`src/rtl/mist_rom_sender.sv`:
```
// Firmware-side ROM downloader for the MiST ioctl interface: streams ROM_LEN image
// bytes to the core framed by downloading, then pulses done as downloading falls.
module mist_rom_sender #(
    parameter int         AW        = 22,
    parameter int         ROM_LEN   = 1024,
    parameter int         START_DLY = 16,
    parameter int         WR_GAP    = 7,
    parameter logic [7:0] INDEX     = 8'd0
) (
    input  logic          clk,
    input  logic          rst_n,
    input  logic          start,
    input  logic          hold,
    output logic [AW-1:0] rom_addr,
    input  logic [7:0]    rom_data,
    output logic          downloading,
    output logic [7:0]    ioctl_index,
    output logic [AW-1:0] ioctl_addr,
    output logic [7:0]    ioctl_dout,
    output logic          ioctl_wr,
    output logic          done
);

    typedef enum logic [2:0] {
        IDLE,
        DELAY,
        FETCH,
        WRITE,
        GAP,
        FINISH
    } state_t;

    localparam logic [AW-1:0] LAST_ADDR = AW'(ROM_LEN - 1);
    localparam logic [15:0]   DLY_LOAD  = 16'(START_DLY - 1);
    localparam logic [7:0]    GAP_LOAD  = 8'(WR_GAP - 1);

    state_t      state;
    logic [15:0] dly_cnt;
    logic [7:0]  gap_cnt;

    // rom_addr doubles as the byte address of the transfer in progress.
    always_ff @(posedge clk) begin
        if (!rst_n) begin
            state       <= IDLE;
            dly_cnt     <= '0;
            gap_cnt     <= '0;
            rom_addr    <= '0;
            downloading <= 1'b0;
            ioctl_index <= 8'd0;
            ioctl_addr  <= '0;
            ioctl_dout  <= 8'd0;
            ioctl_wr    <= 1'b0;
            done        <= 1'b0;
        end else begin
            // NOTE: non-blocking assignments everywhere here, so every branch reads the
            // pre-edge register values and the defaults below are simply overridden.
            ioctl_wr <= 1'b0;
            done     <= 1'b0;
            unique case (state)
                // FINISH samples start as well, so a held start leaves downloading
                // low for exactly the single FINISH cycle.
                IDLE, FINISH: begin
                    if (start) begin
                        state       <= DELAY;
                        downloading <= 1'b1;
                        ioctl_index <= INDEX;
                        dly_cnt     <= DLY_LOAD;
                    end else begin
                        state <= IDLE;
                    end
                end
                DELAY: begin
                    if (dly_cnt == '0) begin
                        state    <= FETCH;
                        rom_addr <= '0;
                    end else begin
                        dly_cnt <= dly_cnt - 16'd1;
                    end
                end
                FETCH: state <= WRITE;
                WRITE: begin
                    ioctl_wr   <= 1'b1;
                    ioctl_addr <= rom_addr;
                    ioctl_dout <= rom_data;
                    gap_cnt    <= GAP_LOAD;
                    state      <= GAP;
                end
                GAP: begin
                    if (gap_cnt != '0) begin
                        gap_cnt <= gap_cnt - 8'd1;
                    end else if (!hold) begin
                        if (rom_addr == LAST_ADDR) begin
                            state       <= FINISH;
                            downloading <= 1'b0;
                            ioctl_index <= 8'd0;
                            done        <= 1'b1;
                        end else begin
                            rom_addr <= rom_addr + AW'(1);
                            state    <= FETCH;
                        end
                    end
                end
                default: state <= IDLE;
            endcase
        end
    end

endmodule

```
`config.mk`:
```
export PLATFORM = sky130hd
export DESIGN_NAME = mist_rom_sender
export DESIGN_NICKNAME = d
export VERILOG_FILES = /design/src/rtl/mist_rom_sender.sv
export SDC_FILE = /design/constraint.sdc
export NUM_CORES = 1
export LEC_CHECK = 0
export BUFFER_PORTS_ARGS = -buffer_cell sky130_fd_sc_hd__clkbuf_2
export CELL_PAD_IN_SITES_DETAIL_PLACEMENT = 2
export CELL_PAD_IN_SITES_GLOBAL_PLACEMENT = 2
export CORE_MARGIN = 2
export CORE_UTILIZATION = 30
export CTS_BUF_LIST = sky130_fd_sc_hd__clkbuf_4 sky130_fd_sc_hd__clkbuf_8
export CTS_CLUSTER_SIZE = 24
export DETAILED_ROUTE_END_ITERATION = 10
export PLACE_DENSITY = 0.81
export SYNTH_ARGS = -nofsm -noshare
export SYNTH_HDL_FRONTEND = slang
export SYNTH_SLANG_ARGS = --single-unit
```
`constraint.sdc`:
```
create_clock -name clk -period 2.1 [get_ports clk]
set_input_delay 0.315 -clock clk [delete_from_list [all_inputs] [get_ports clk]]
set_output_delay 0.315 -clock clk [all_outputs]
set_load 0.02 [all_outputs]
```
==> results.txt, run 1 <==
----------------------------------------------------
[Yosys]
  Area share of the leading cell type in the synthesized netlist ... 43.1%
  Top cells by area, synth ... dfxtp_1 43%, nand2_1 8.1%, a21oi_1 6.3%, or4_1 3.7%, o211ai_1 3.5%
  Yosys warns ... 0
  Ys flop type ... dfxtp_1
  Netlist area before placement ... 3810 um2
  Number of storage elements in the synthesis netlist ... 82
  EDFF count, synth ... 0
  Average instance area after synthesis ... 8.29 um2
  Count of different cell masters after synthesis ... 52
  Top cell types by occurrence after synthesis ... 82 x dfxtp_1, 82 x nand2_1, 48 x a21oi_1
  Async set or reset register ratio after synthesis ... 0%
  Post-synthesis instance total ... 460
  Synth area leader ... dfxtp_1
  Proportion of synthesized chip area in sequential cells ... 43.1%

[Worst setup path]
  Worst path bufs/invs ... 1
  Nature of the critical path startpoint ... flop
  Element type at the critical path end ... flop
  Worst reg2reg path depth ... 6
  Required arrival time at the worst endpoint ... 2.41 ns
  Cell at the slowest stage of the critical path ... or4_1
  Register-to-Register Setup Slack ... -0.03 ns
  CP cell instances ... nor4_4 -> nand4_2 -> a21o_4 -> buf_12 -> or4_1 -> a21oi_1
  Arrival time at the worst endpoint ... 2.43 ns
  Critical-path maximum fanout ... 6
  Critical register-to-register path endpoint ... rom_addr[10]
  Launching element of the worst setup path ... dly_cnt[11]
  Worst setup path class ... reg2reg
  Worst r2r src ... dly_cnt[11]
  Family of cells with the greatest summed delay on the critical path ... simple AND/OR/NAND/NOR gates
  Peak per-stage delay on the critical path ... 0.54 ns

[STA]
  Final Critical Period ... 2.13 ns
  Min Hold Slack ... 0.161 ns
  Count of final max-slew check failures ... 0
  Sum Neg Setup Slack ... -0.0495 ns
  Number of failing setup endpoints in the final timing report ... 2
  Post-route clock period utilization ... 101%
  Post-route worst setup slack ... -0.0255 ns
  Final Hold Violating Endpoints ... 0
  Highest clock rate ... 470 MHz
  Worst Skew ... 0.0139 ns
  Worst slew margin relative to its limit ... 64.1%
  Slew at the pin closest to its max-slew limit ... 0.537 ns

[Floorplanning]
  Starting density of the core ... 30.4%
  CORE AREA ... 12500 um2
  I/O pin total ... 75
  Width of the chip ... 117 um
  Total Die Area ... 13600 um2
  Die Ht ... 117 um
  Number of core rows ... 41

[Drt]
  Remaining DRCs ... 0
  Vias per cell ... 5.38
  Highest metal layer used by the detailed router ... met4
  Final wirelength ... 14200 um
  Detail-routed net length per standard cell ... 19.3 um
  Initial DRC Count ... 187
  ANT nets after route ... 0
  Metal3 WL ... 561 um
  Detail Route met2 WL ... 7510 um
  Iteration count of the initial detailed-routing pass ... 4
  Sum of routed wire segments on met1 ... 5850 um
  Routed via count ... 3945

[Clocking]
  Number of H-tree levels ... 3
  TritonCTS clock tree ... yes
  Number of sinks driven by the clock tree ... 82
  Worst-case clock buffer depth ... 2
  TritonCTS Buffers ... 9
  Post-CTS clock slew at the launch and capture registers of the worst setup and hold paths ... 0.08 ns
  Clock latency at the later pin of the worst-skew pair ... 0.38 ns
  Cell at the root of the clock tree ... clkbuf_8

[Layout]
  FILL cells ... 1450
  Layout cells sized above 1 ... 28.9%
  Relative area change from synthesis to final layout ... 30.8%
  ANT cells ... 0
  Post-layout net count ... 573

[Pwr]
  Power per cell area ... 1110 nW/um2
  Leakage Power ... 1.92 nW
  Largest vdd supply drop ... 0.470 mV

[Status]
  Failing checks ... setup timing
  Result of the run ... finished with violations

[Placed design]
  I/O Buffers ... 66
  Post-DP HPWL ... 9050 um
  Placer Congestion ... 0.780

[GRT]
  First-pass GRT wire length ... 20700 um
  Antenna violations before repair ... 0
  Overflow left after global routing ... 0
  Largest net degree at the start of global routing ... 42
  Vias in the first global route ... 4099
  Overall Global Routing Usage ... 19.4%

[Min path]
  Worst Hold Class ... in2reg
  Cell depth of the worst hold path ... 3
  Worst hold path endpoint ... ioctl_dout[0]
  Startpoint of the tightest hold check path ... rom_data[0]

[Run]
  Max Cap Violations ... 0

----------------------------------------------------
cell type report:
cell class,count,area (um2),area share (%)
tap,172,215,4.32
timing repair buffer,114,781,15.7
inverter,10,37.5,0.753
clock inverter,3,40.0,0.803
sequential,82,1650,33.1
clock buffer,12,153,3.06
multi-input combinational,340,2110,42.3
worst reg2reg max path, stage by stage (launching register included):
cell and delay [ns]:
dfxtp_1 0.35, nor4_4 0.36, nand4_2 0.19, a21o_4 0.30, buf_12 0.15, or4_1 0.54
a21oi_1 0.18
how the worst max path moves through the flow:
stage               cells past startpoint  slack [ns]           end
global route                            8       -0.16  rom_addr[21]
finish                                  6       -0.03  rom_addr[10]
global placement                        8        0.06   rom_addr[4]
detailed placement                      8       -0.16   rom_addr[3]
floorplan                               9        0.03  rom_addr[18]
CTS                                     8       0.007  rom_addr[19]
per-stage QoR:
step	setup WS, ns	cells	total power [mW]	util, %	instance area (um2)
2_1_floorplan	0.0342	467	3.12	-	3840
3_3_place_gp	0.0582	711	3.75	36.4	4560
3_5_place_dp	-0.163	711	3.89	36.4	4560
4_1_cts	0.00747	727	5.19	38.3	4800
5_1_grt	-0.161	733	5.88	39.8	4980
6_report	-0.0255	733	5.54	39.8	4980
sequential cells by signal, summed over array words and instances (netlist names):
signal	flops
dly_cnt	16
done	1
downloading	1
gap_cnt	8
ioctl_dout	8
ioctl_addr	22
state	3
rom_addr	22
ioctl_wr	1
layout by cell type, fill, tap and decap left out, drive strengths merged, types with 9 or more instances in the layout:
cell | netlist | layout
dfxtp | 82 | 82
clkbuf | 20 | 81
buf | 15 | 45
o21ai | 12 | 12
nand2 | 82 | 82
or3 | 9 | 9
o211ai | 18 | 18
or4 | 19 | 19
nor2 | 26 | 26
o31ai | 9 | 9
inv | 10 | 10
a21oi | 48 | 48
nor4 | 15 | 15
per-layer routing:
layer | global-route usage (%) | vias up
met4 | 3.92 | 0
met5 | 0 | -
met2 | 35.3 | 84
met1 | 22.7 | 1998
met3 | 5.35 | 21
li1 | - | 1842
where the power goes:
part           internal, mW  total (mW)  switching, mW  leakage (nW)
sequential             1.73        1.95          0.225         0.666
clock                 0.599        1.18          0.585         0.103
combinational          1.08        2.41           1.33          1.15
cells by family after synthesis:
family / synth area share (%)
AOI/OAI and AO/OA: 18.4
muxes: 0.788
and+or+nand+nor: 28.1
buffers and inverters: 5.52
adders and majority gates: 1.31
other: 0.0984
xor gates and xnor gates: 2.76
DFF: 43.1
what timing repair did:
action                     4_1_cts  5_1_grt
setup buffers                    1        3
gates resized for setup          6       24
setup endpoints to repair       22       24
hold buffers                     0        0
gates cloned                     0        3
pin swaps                        2        9
Power figures use the tool's default switching activity.
==> inputs of run 2 (changes only) <==
--- a/config.mk
+++ b/config.mk
@@ -8,12 +8,13 @@
 export BUFFER_PORTS_ARGS = -buffer_cell sky130_fd_sc_hd__clkbuf_2
 export CELL_PAD_IN_SITES_DETAIL_PLACEMENT = 2
 export CELL_PAD_IN_SITES_GLOBAL_PLACEMENT = 2
+export CORE_ASPECT_RATIO = 0.8
 export CORE_MARGIN = 2
-export CORE_UTILIZATION = 30
+export CORE_UTILIZATION = 33
 export CTS_BUF_LIST = sky130_fd_sc_hd__clkbuf_4 sky130_fd_sc_hd__clkbuf_8
 export CTS_CLUSTER_SIZE = 24
 export DETAILED_ROUTE_END_ITERATION = 10
-export PLACE_DENSITY = 0.81
+export PLACE_DENSITY = 0.84
 export SYNTH_ARGS = -nofsm -noshare
 export SYNTH_HDL_FRONTEND = slang
 export SYNTH_SLANG_ARGS = --single-unit
==> constraint.sdc (replaced) <==
create_clock -name clk -period 2 [get_ports clk]
set_input_delay 0.3 -clock clk [delete_from_list [all_inputs] [get_ports clk]]
set_output_delay 0.3 -clock clk [all_outputs]
set_load 0.02 [all_outputs]
==> run 2 against run 1 <==
Net effect:
- non-clock buffer count is 32 higher
- critical path depth is 2 higher
- clock-buffer cell count is 1 lower
- clock power is 15% higher
- register-to-register slack worse by 0.31 ns
- the run still ends with setup timing left
- worst hold slack worse by 0.025 ns
- die area is 8.7% lower
- first-iteration DRC count is 26% higher
- critical endpoint is now rom_addr[20]
- clock skew is 0.0034 ns higher
==> results.txt, run 2 (synthesized netlist as in run 1, its figures left out) <==
----------------------------------------------------
[STA]
  Highest clock rate ... 429 MHz
  Final Hold Violating Endpoints ... 0
  Number of failing setup endpoints in the final timing report ... 24
  Slew at the pin closest to its max-slew limit ... 0.589 ns
  Setup repair after global routing missed its margin ... true
  Post-route clock period utilization ... 117%
  Worst Skew ... 0.0173 ns
  Sum Neg Setup Slack ... -2.38 ns
  Post-route worst setup slack ... -0.331 ns
  Worst slew margin relative to its limit ... 60.6%
  Final Critical Period ... 2.33 ns
  Count of final max-slew check failures ... 0

[Clocking]
  Number of sinks driven by the clock tree ... 82
  Post-CTS clock slew at the launch and capture registers of the worst setup and hold paths ... 0.11 ns
  Cts-stage hold buffer count ... 0
  Clock latency at the later pin of the worst-skew pair ... 0.39 ns
  TritonCTS clock tree ... yes
  TritonCTS Buffers ... 9
  Cell at the root of the clock tree ... clkbuf_8
  Worst-case clock buffer depth ... 2
  Number of H-tree levels ... 3

[Pwr]
  Leakage Power ... 2.15 nW
  Internal Dissipation ... 3.91 mW
  Overall power ... 6.73 mW
  Clk network pwr share ... 20.2%
  Power per cell area ... 1220 nW/um2
  Net switching power of the design ... 2.82 mW
  Switching power as a share of total power ... 41.9%
  Logic gate share of total power ... 49.4%
  Largest vdd supply drop ... 0.457 mV
  Proportion of power drawn by flip-flops and latches ... 30.4%

[Placed design]
  Post-DP HPWL ... 9800 um
  Total instance count after detailed placement ... 709
  I/O Buffers ... 66
  Placed Instance Area ... 4670 um2
  Placer Congestion ... 0.786

[Layout]
  Commonest cells after routing, fill and taps aside ... 78 x nand2_1, 69 x buf_4, 67 x dfxtp_1
  Layout cells sized above 1 ... 42.9%
  Post-route cell area ... 5500 um2
  Leading registers by flop count ... ioctl_addr x22, rom_addr x22, dly_cnt x16
  Post-layout net count ... 605
  Final Non-Filler Cells ... 742
  Commonest non-fill, non-tap cell in the layout ... nand2_1
  Relative area change from synthesis to final layout ... 44.4%
  ANT cells ... 0

[Status]
  Result of the run ... finished with violations
  Failing checks ... setup timing

[Drt]
  Routed via count ... 4362
  Iteration count of the initial detailed-routing pass ... 5
  Vias per cell ... 5.88
  Initial DRC Count ... 235
  Remaining DRCs ... 0
  Final wirelength ... 19500 um
  ANT nets after route ... 0
  Detail-routed net length per standard cell ... 26.3 um

[Worst setup path]
  Critical-path maximum fanout ... 19
  Element type at the critical path end ... flop
  Family of cells with the greatest summed delay on the critical path ... simple AND/OR/NAND/NOR gates
  Required arrival time at the worst endpoint ... 2.30 ns
  Worst setup path class ... reg2reg
  Register-to-Register Setup Slack ... -0.33 ns
  Nature of the critical path startpoint ... flop
  Cell at the slowest stage of the critical path ... dfxtp_2
  Worst path bufs/invs ... 2
  Peak per-stage delay on the critical path ... 0.35 ns
  CP cell instances ... inv_2 -> ha_4 -> nor4b_4 -> nand4_2 -> a21o_4 -> bufbuf_16 -> nor3b_2 -> mux2i_1
  Arrival time at the worst endpoint ... 2.63 ns

[Floorplanning]
  Die Ht ... 100 um
  Number of core rows ... 35
  Starting density of the core ... 33.5%
  CORE AREA ... 11400 um2
  Width of the chip ... 124 um
  Total Die Area ... 12400 um2
  I/O pin total ... 75

[GRT]
  Overall Global Routing Usage ... 27.0%
  Vias in the first global route ... 4548
  Overflow left after global routing ... 0
  Antenna violations before repair ... 0
  Largest net degree at the start of global routing ... 40
  First-pass GRT wire length ... 25600 um

[Min path]
  Worst Hold Class ... in2reg

[Run]
  Max Cap Violations ... 0

----------------------------------------------------
## run 2: layout make-up
type | instances | area (um2)
Clock inverter | 5 | 62.6
Inverter | 10 | 37.5
Tap cell | 148 | 185
Multi-Input combinational cell | 340 | 2370
Clock buffer | 11 | 145
Timing Repair Buffer | 146 | 1040
Fill cell | 1231 | 5880
Sequential cell | 82 | 1660
## run 2: power groups by stage
| stage | clock [mW] | sequential [mW] | combinational (mW) |
|---|---|---|---|
| CTS | 1.34 | 2.00 | 2.67 |
| detailed placement | 0 | 2.00 | 2.21 |
| floorplan | 0 | 2.03 | 1.26 |
| finish | 1.36 | 2.05 | 3.33 |
| global placement | 0 | 1.98 | 2.06 |
| global route | 1.43 | 2.07 | 3.46 |
## run 2: timing repair
action                     CTS  global route
buffers inserted             4            12
gates cloned                 2             1
pin swaps                   21            27
setup endpoints to repair   28            40
gates resized for setup     35            70
## run 2: tightest hold or removal path: stages
cell	delay, ns
clkbuf_2	0.08
nand2_1	0.05
a21oi_1	0.05
## run 2: path summary, 6_finish.rpt
check / from / end / cells past startpoint
worst max-delay path: dly_cnt[1] / rom_addr[20] / 8
worst min-delay path: rom_data[5] / ioctl_dout[5] / 3
worst max register to register: dly_cnt[1] / rom_addr[20] / 8
worst min register to register: ioctl_dout[5] / ioctl_dout[5] / 2
## run 2: routing by layer
layer / global-route usage, % / vias to the layer above / wire [um]
li1: - / 1911 / -
met4: 9.59 / 0 / 610
met2: 46.3 / 183 / 9770
met3: 5.91 / 49 / 1070
met5: 0 / - / 0
met1: 33.3 / 2219 / 8080
## run 2: metrics by stage
step	setup slack (ns)	util, %	hold slack [ns]
2_1_floorplan	-0.0366	-	0.436
3_3_place_gp	-0.0395	41.1	0.440
3_5_place_dp	-0.192	41.1	0.454
4_1_cts	-0.0501	45.0	0.127
5_1_grt	-0.348	48.3	0.125
6_report	-0.331	48.3	0.137
